<file path="src/rtl/mem_pkg.sv">
`default_nettype none
// ============================================================================
// Module   : mem_pkg
// Brief    : Shared definitions for the memory access stage: control-word bit
//            positions, access-size encodings, bubble word, FSM states and
//            small lane helpers.
// Revision : 1.0 - initial release
// ============================================================================
package mem_pkg;

  // Control word bit positions
  localparam int c_bit_bubble   = 0;
  localparam int c_bit_memread  = 1;
  localparam int c_bit_memwrite = 2;
  localparam int c_bit_regwrite = 3;
  localparam int c_bit_memtoreg = 4;
  localparam int c_bit_size_lo  = 5;
  localparam int c_bit_size_hi  = 6;

  // Control word that marks an empty pipeline slot
  localparam logic [6:0] c_bubble = 7'b0000001;

  // Access size encoding; 2'b11 behaves like a word access
  typedef enum logic [1:0] {
    SIZE_WORD     = 2'b00,
    SIZE_HALF     = 2'b01,
    SIZE_BYTE     = 2'b10,
    SIZE_WORD_ALT = 2'b11
  } size_e;

  typedef enum logic {
    ST_IDLE   = 1'b0,
    ST_ACCESS = 1'b1
  } state_e;

  // Half accesses need an even address, word accesses a multiple of four
  function automatic logic is_misaligned(input size_e size, input logic [1:0] lo);
    case (size)
      SIZE_HALF: is_misaligned = lo[0];
      SIZE_BYTE: is_misaligned = 1'b0;
      default:   is_misaligned = (lo != 2'b00);
    endcase
  endfunction

  // Little-endian byte lanes touched by the access
  function automatic logic [3:0] byte_enable(input size_e size, input logic [1:0] lo);
    case (size)
      SIZE_BYTE: byte_enable = 4'b0001 << lo;
      SIZE_HALF: byte_enable = lo[1] ? 4'b1100 : 4'b0011;
      default:   byte_enable = 4'b1111;
    endcase
  endfunction

  // Replicate narrow store data so every lane carries it; byte enables pick
  function automatic logic [31:0] store_data(input size_e size, input logic [31:0] data);
    case (size)
      SIZE_BYTE: store_data = {4{data[7:0]}};
      SIZE_HALF: store_data = {2{data[15:0]}};
      default:   store_data = data;
    endcase
  endfunction

endpackage
`default_nettype wire

</file>
<file path="src/rtl/mem_access_unit_load_align.sv">
`default_nettype none
// ============================================================================
// Module   : load_align
// Brief    : Selects the addressed lane of a 32-bit read word and sign-extends
//            byte and half loads to 32 bits.
// Revision : 1.0 - initial release
// ============================================================================
module load_align
  import mem_pkg::*;
(
  input  logic [31:0] rdata_i,
  input  logic [1:0]  lo_i,
  input  size_e       size_i,
  output logic [31:0] data_o
);

  logic [7:0]  w_byte;
  logic [15:0] w_half;

  // Lane select and sign extension
  always_comb begin
    w_byte = rdata_i[7:0];
    case (lo_i)
      2'd0:    w_byte = rdata_i[7:0];
      2'd1:    w_byte = rdata_i[15:8];
      2'd2:    w_byte = rdata_i[23:16];
      default: w_byte = rdata_i[31:24];
    endcase
    w_half = lo_i[1] ? rdata_i[31:16] : rdata_i[15:0];
    case (size_i)
      SIZE_BYTE: data_o = {{24{w_byte[7]}}, w_byte};
      SIZE_HALF: data_o = {{16{w_half[15]}}, w_half};
      default:   data_o = rdata_i;
    endcase
  end

endmodule
`default_nettype wire

</file>
<file path="src/rtl/mem_access_unit.sv">
`default_nettype none
// ============================================================================
// Module   : mem_access_unit
// Brief    : MEM pipeline stage. Issues one data-memory request per load or
//            store, stalls earlier stages until acknowledged, aligns load data
//            and registers the MEM/WB contents. Misaligned accesses are dropped
//            and flagged with a one-cycle exception pulse.
// Revision : 1.0 - initial release
// ============================================================================
module mem_access_unit
  import mem_pkg::*;
(
  input  logic        clk,
  input  logic        reset,
  input  logic [6:0]  control_in,
  input  logic [31:0] alu_in,
  input  logic [31:0] sw_in,
  input  logic [4:0]  regdst_in,
  output logic        stall,
  output logic        dmem_req,
  output logic        dmem_we,
  output logic [31:0] dmem_addr,
  output logic [3:0]  dmem_be,
  output logic [31:0] dmem_wdata,
  input  logic        dmem_ack,
  input  logic [31:0] dmem_rdata,
  output logic [6:0]  control_out,
  output logic [31:0] alu_out,
  output logic [31:0] ld_out,
  output logic [4:0]  regdst_out,
  output logic        exc_misalign
);

  state_e      state_q, state_d;

  // Request captured on entry to ACCESS so the bus stays stable while waiting
  logic        we_q;
  logic        load_q;
  logic [31:0] addr_q;
  logic [3:0]  be_q;
  logic [31:0] wdata_q;
  logic [1:0]  lo_q;
  size_e       size_q;

  // MEM/WB registers
  logic [6:0]  ctrl_q,   ctrl_d;
  logic [31:0] alu_q,    alu_d;
  logic [31:0] ld_q,     ld_d;
  logic [4:0]  rd_q,     rd_d;
  logic        exc_q,    exc_d;

  logic        w_bubble, w_rd, w_wr, w_is_mem, w_misalign, w_mem_go;
  logic        w_access, w_stall;
  size_e       w_size;
  logic [31:0] w_ld_data;

  assign w_bubble   = control_in[c_bit_bubble];
  assign w_rd       = control_in[c_bit_memread];
  assign w_wr       = control_in[c_bit_memwrite];
  assign w_size     = size_e'(control_in[c_bit_size_hi:c_bit_size_lo]);
  assign w_is_mem   = !w_bubble && (w_rd || w_wr);
  assign w_misalign = w_is_mem && is_misaligned(w_size, alu_in[1:0]);
  assign w_mem_go   = w_is_mem && !w_misalign;
  assign w_access   = (state_q == ST_ACCESS);

  load_align u_load_align (
    .rdata_i (dmem_rdata),
    .lo_i    (lo_q),
    .size_i  (size_q),
    .data_o  (w_ld_data)
  );

  // FSM state register
  always_ff @(posedge clk or negedge reset) begin
    if (!reset) state_q <= ST_IDLE;
    else        state_q <= state_d;
  end

  // Next state, stall and MEM/WB next values; default is a bubble slot
  always_comb begin
    state_d = state_q;
    w_stall = 1'b0;
    ctrl_d  = c_bubble;
    alu_d   = '0;
    ld_d    = '0;
    rd_d    = '0;
    exc_d   = 1'b0;
    case (state_q)
      ST_IDLE: begin
        if (w_mem_go) begin
          state_d = ST_ACCESS;
          w_stall = 1'b1;
        end else if (w_misalign) begin
          exc_d = 1'b1;
        end else begin
          ctrl_d = control_in;
          alu_d  = alu_in;
          rd_d   = regdst_in;
        end
      end
      ST_ACCESS: begin
        if (dmem_ack) begin
          state_d = ST_IDLE;
          ctrl_d  = control_in;
          alu_d   = alu_in;
          rd_d    = regdst_in;
          ld_d    = load_q ? w_ld_data : '0;
        end else begin
          w_stall = 1'b1;
        end
      end
      default: state_d = ST_IDLE;
    endcase
  end

  // Capture the request fields when a legal access is accepted
  always_ff @(posedge clk or negedge reset) begin
    if (!reset) begin
      we_q    <= 1'b0;
      load_q  <= 1'b0;
      addr_q  <= '0;
      be_q    <= '0;
      wdata_q <= '0;
      lo_q    <= '0;
      size_q  <= SIZE_WORD;
    end else if (!w_access && w_mem_go) begin
      we_q    <= w_wr;
      load_q  <= !w_wr;
      addr_q  <= {alu_in[31:2], 2'b00};
      be_q    <= byte_enable(w_size, alu_in[1:0]);
      wdata_q <= store_data(w_size, sw_in);
      lo_q    <= alu_in[1:0];
      size_q  <= w_size;
    end
  end

  // MEM/WB output registers
  always_ff @(posedge clk or negedge reset) begin
    if (!reset) begin
      ctrl_q <= c_bubble;
      alu_q  <= '0;
      ld_q   <= '0;
      rd_q   <= '0;
      exc_q  <= 1'b0;
    end else begin
      ctrl_q <= ctrl_d;
      alu_q  <= alu_d;
      ld_q   <= ld_d;
      rd_q   <= rd_d;
      exc_q  <= exc_d;
    end
  end

  // Stall is masked while reset is held so a waiting op cannot freeze the pipe
  assign stall        = reset & w_stall;
  assign dmem_req     = w_access;
  assign dmem_we      = w_access & we_q;
  assign dmem_be      = w_access ? be_q : 4'b0000;
  assign dmem_addr    = addr_q;
  assign dmem_wdata   = wdata_q;
  assign control_out  = ctrl_q;
  assign alu_out      = alu_q;
  assign ld_out       = ld_q;
  assign regdst_out   = rd_q;
  assign exc_misalign = exc_q;

endmodule
`default_nettype wire

</file>
<file path="config.mk">
export PLATFORM = sky130hd
export DESIGN_NAME = mem_access_unit
export DESIGN_NICKNAME = d
export VERILOG_FILES = /design/src/rtl/mem_pkg.sv /design/src/rtl/mem_access_unit_load_align.sv /design/src/rtl/mem_access_unit.sv
export SDC_FILE = /design/constraint.sdc
export NUM_CORES = 1
export LEC_CHECK = 0
export ABC_CLOCK_PERIOD_IN_PS = 2200
export CORE_ASPECT_RATIO = 0.75
export CORE_UTILIZATION = 44
export CTS_BUF_LIST = sky130_fd_sc_hd__clkbuf_2
export DETAILED_ROUTE_END_ITERATION = 8
export GPL_ROUTABILITY_DRIVEN = 1
export PLACE_DENSITY = 0.8
export SLEW_MARGIN = 20
export SYNTH_ARGS = -nofsm -noshare
export SYNTH_HDL_FRONTEND = slang
export SYNTH_SLANG_ARGS = --single-unit
</file>
<file path="constraint.sdc">
create_clock -name clk -period 2.2 [get_ports clk]
set_clock_uncertainty 0.05 [all_clocks]
set_input_delay 0.22 -clock clk [delete_from_list [all_inputs] [get_ports clk]]
set_output_delay 0.22 -clock clk [all_outputs]
set_load 0.1 [all_outputs]
</file>
==> flow_summary_export.csv <==
group,metric,value,unit
run_status,status,"complete, no violations",
cts,cts_buffer_depth,2,
final_layout,drive_gt1_frac,0.2898,
global_routing,grt_pass1_vias,5500,
detailed_routing,viasPerCell,5.073,
worst_setup_path,startpoint_type,"flop",
sta,relSlewSlack,0.4783,
pwr,peakVddDrop,1.084,mV
synth,ys_warn_count,0,
pwr,power.leakage,0.004597,uW
cts,path_clk_slew,0.26,ns
synth,synth_edf_count,0,
detailed_routing,drt-initial-drc-count,338,
pwr,switchingPower,6312,uW
worst_setup_path,crit_cells,5,
detailed_routing,first_pass_iters,5,
final_layout,fin_area,9469,sq um
detailed_routing,wl_per_cell,17.98,um
sta,rsz0062_at_grt,"yes",
floorplan,initial_utilization,0.4538,
worst_setup_path,critPathMaxFanout,2,
synth,synthFlopType,"dfrtp_1",
floorplan,die-area,14720,sq um
synth,seq_area_frac_synth,0.5997,
worst_setup_path,cp_top_family,"simple AND/OR/NAND/NOR gates",
sta,fin_crit_sh,0.9708,
floorplan,core,13800,sq um
global_routing,gr-usage-all-layers,0.2599,
global_routing,grt-ovfl-total,0,
worst_hold_path,hold_end,"ld_out[12]",
sta,setup_viol,0,
synth,synth.ff_latch_count,150,
worst_setup_path,critPathSlowestCell,"dfrtp_2",
worst_setup_path,r2r-end,"ld_out[3]",
pwr,power,11690,uW
synth,netlist_instances,544,
placement,placed_area,8642,sq um
final_layout,area_delta_synth_final,51.24,%
sta,hold_viol,0,
detailed_routing,antenna_left,0,
cts,clk_latency,0.68,ns
pwr,p_per_area,1235,nW/um^2
global_routing,grt_pass1_wl,29090,um
detailed_routing,totalWireLength,18730,um
worst_setup_path,reg2regPathDepth,5,
sta,whs,0.06107,ns
pwr,p_int,5381,uW
sta,timing.fmax,468.2,MHz
cts,cts_tree,"built",
detailed_routing,drc_errors,0,
synth,synth_area,6261,sq um
synth,avgSynthCellArea,11.51,sq um
placement,routabilityCongestion,0.8753,
pwr,p_comb_frac,0.555,
floorplan,die_w,139.7,um
floorplan,num_io_pins,259,
synth,async_flop_share,1.000,
final_layout,nets,968,
worst_hold_path,min_from,"dmem_rdata[12]",
worst_setup_path,worst-path-buf-inv,2,
cts,htreeDepth,4,
global_routing,grt_max_degree,151,
pwr,seq_power_share,0.310,
detailed_routing,vias,5286,
worst_setup_path,r2r_start,"size_q[0]",
pwr,p_clk_frac,0.135,
worst_setup_path,crit_type,"reg2out",
sta,worstMarginPinSlew,0.7825,ns
worst_setup_path,ff2ff_setup_slack,0.21,ns
run,maxCapViolations,0,
worst_hold_path,min_path_type,"in2reg",
worst_setup_path,arrival,1.87,ns
final_layout,finish.utilization,0.6864,
cts,cts_sinks,150,
floorplan,die_h,105.3,um
cts,root_buffer,"clkbuf_2",
sta,timing.final.crit_period,2.136,ns
placement,dp_hpwl,12340,um
placement,port_buffers,256,
worst_setup_path,worstPathRequired,1.93,ns
floorplan,num_rows,37,
pwr,netSwitchingFraction,0.5398,
synth,ys_types,38,
sta,slew_violations,0,
global_routing,antenna_found_initial,1,
worst_setup_path,crit_path_end_kind,"output pin",
worst_hold_path,holdPathStages,3,
worst_setup_path,path_cells,"buf_6, or2b_1, nand2_2, and2_4, buf_12",
cts,numCtsBuffers,17,
worst_setup_path,max_stage_delay,0.44,ns
worst max path at each step:
stage	start	endpoint	slack, ns
after floorplan	dmem_req	stall	0.12
after global placement	control_in[5]	dmem_addr[26]	0.06
after detailed placement	control_in[5]	dmem_wdata[15]	-0.03
after CTS	dmem_req	stall	0.00009
after global routing	dmem_req	stall	-0.08
final	dmem_req	stall	0.06
cells in the mapped netlist, types with 7 or more instances:
library cell	n	area share
nand2b_1	8	0.0080
o21ai_0	48	0.038
mux2i_1	12	0.019
clkbuf_1	16	0.0096
and2_1	49	0.049
nor2b_1	8	0.0080
a22oi_1	16	0.019
a21oi_1	38	0.030
nor3_1	8	0.0064
dfrtp_1	149	0.60
mux2_2	25	0.045
and3_1	7	0.0070
inv_1	27	0.016
mux2_4	16	0.038
nor2_1	28	0.017
nand2_1	35	0.021
o22ai_1	12	0.012
buf_2	9	0.0072
worst min-delay path, delay by kind of cell:
family,cells,cell delay (ns)
and+or+nand+nor,1,0.05
AOI/OAI and AO/OA,1,0.14
buffers and inverters,1,0.42
registers in the layout, summed over array words and instances, names as in the netlist:
register	flops
we_q	1
dmem_wdata	32
alu_out	32
dmem_req	1
load_q	1
be_q	4
control_out	7
dmem_addr	30
size_q	2
exc_misalign	1
ld_out	32
regdst_out	5
lo_q	2
layer usage:
metal	global-route usage	up-vias	routed length (um)
met5	0	-	0
li1	-	2456	-
met2	0.4221	265	9141
met4	0.09655	0	365
met3	0.08178	29	1658
met1	0.3263	2536	7566
area by class of cell:
cell class / instances / area [sq um]
clock inverter: 15 / 153.9
fill: 982 / 4327
antenna: 1 / 2.502
multi-input combinational: 331 / 2223
tap: 175 / 219.0
timing repair buffer: 326 / 2928
sequential: 150 / 3756
clock buffer: 17 / 85.08
inverter: 27 / 101.3
logic make-up (layout without fill, tap and decap cells):
| group | Yosys count | in the layout | share of synthesized area |
|---|---|---|---|
| AOI/OAI and AO/OA | 124 | 124 | 0.1175 |
| adders and majority gates | 4 | 4 | 0.007994 |
| buffers and inverters | 64 | 385 | 0.04776 |
| DFF | 150 | 150 | 0.5997 |
| muxes | 53 | 53 | 0.1025 |
| other | 1 | 3 | 0.0005989 |
| and+or+nand+nor | 148 | 148 | 0.1239 |
power by group through the flow:
stage               Sequential [uW]  Combinational, uW  Clock [uW]
detailed placement             3660               6360           0
CTS                            3620               6460        1620
global placement               3660               6290           0
finish                         3620               6490        1580
floorplan                      7180               1300           0
global route                   3680               6700        1750
cells in the final DEF, fill, tap and decap left out, types with 12 or more instances in the layout:
| cell type | count |
|---|---|
| buf_4 | 155 |
| inv_1 | 27 |
| a22oi_1 | 16 |
| mux2_4 | 16 |
| and2_1 | 48 |
| clkbuf_2 | 17 |
| o21ai_0 | 48 |
| a21oi_1 | 38 |
| mux2i_1 | 12 |
| clkdlybuf4s50_1 | 109 |
| dfrtp_1 | 148 |
| nand2_1 | 34 |
| mux2_2 | 25 |
| dlygate4sd3_1 | 51 |
| nor2_1 | 27 |
| o22ai_1 | 12 |
stage by stage:
stage	worst slack (ns)	instances	TNS, ns
finish	0.06416	1042	0
detailed placement	-0.02686	953	-0.05949
global route	-0.07657	1042	-0.07657
CTS	0.00008749	1037	0
global placement	0.05549	953	0
floorplan	0.1216	545	0
repair_timing:
item,in CTS,in global routing
setup endpoints to repair,1,6
endpoints found under the hold margin,197,2
hold buffers,49,2
setup buffers,3,2
resized for setup,5,6
pin swaps,1,2
No activity file was read; power rests on OpenSTA's default activity.
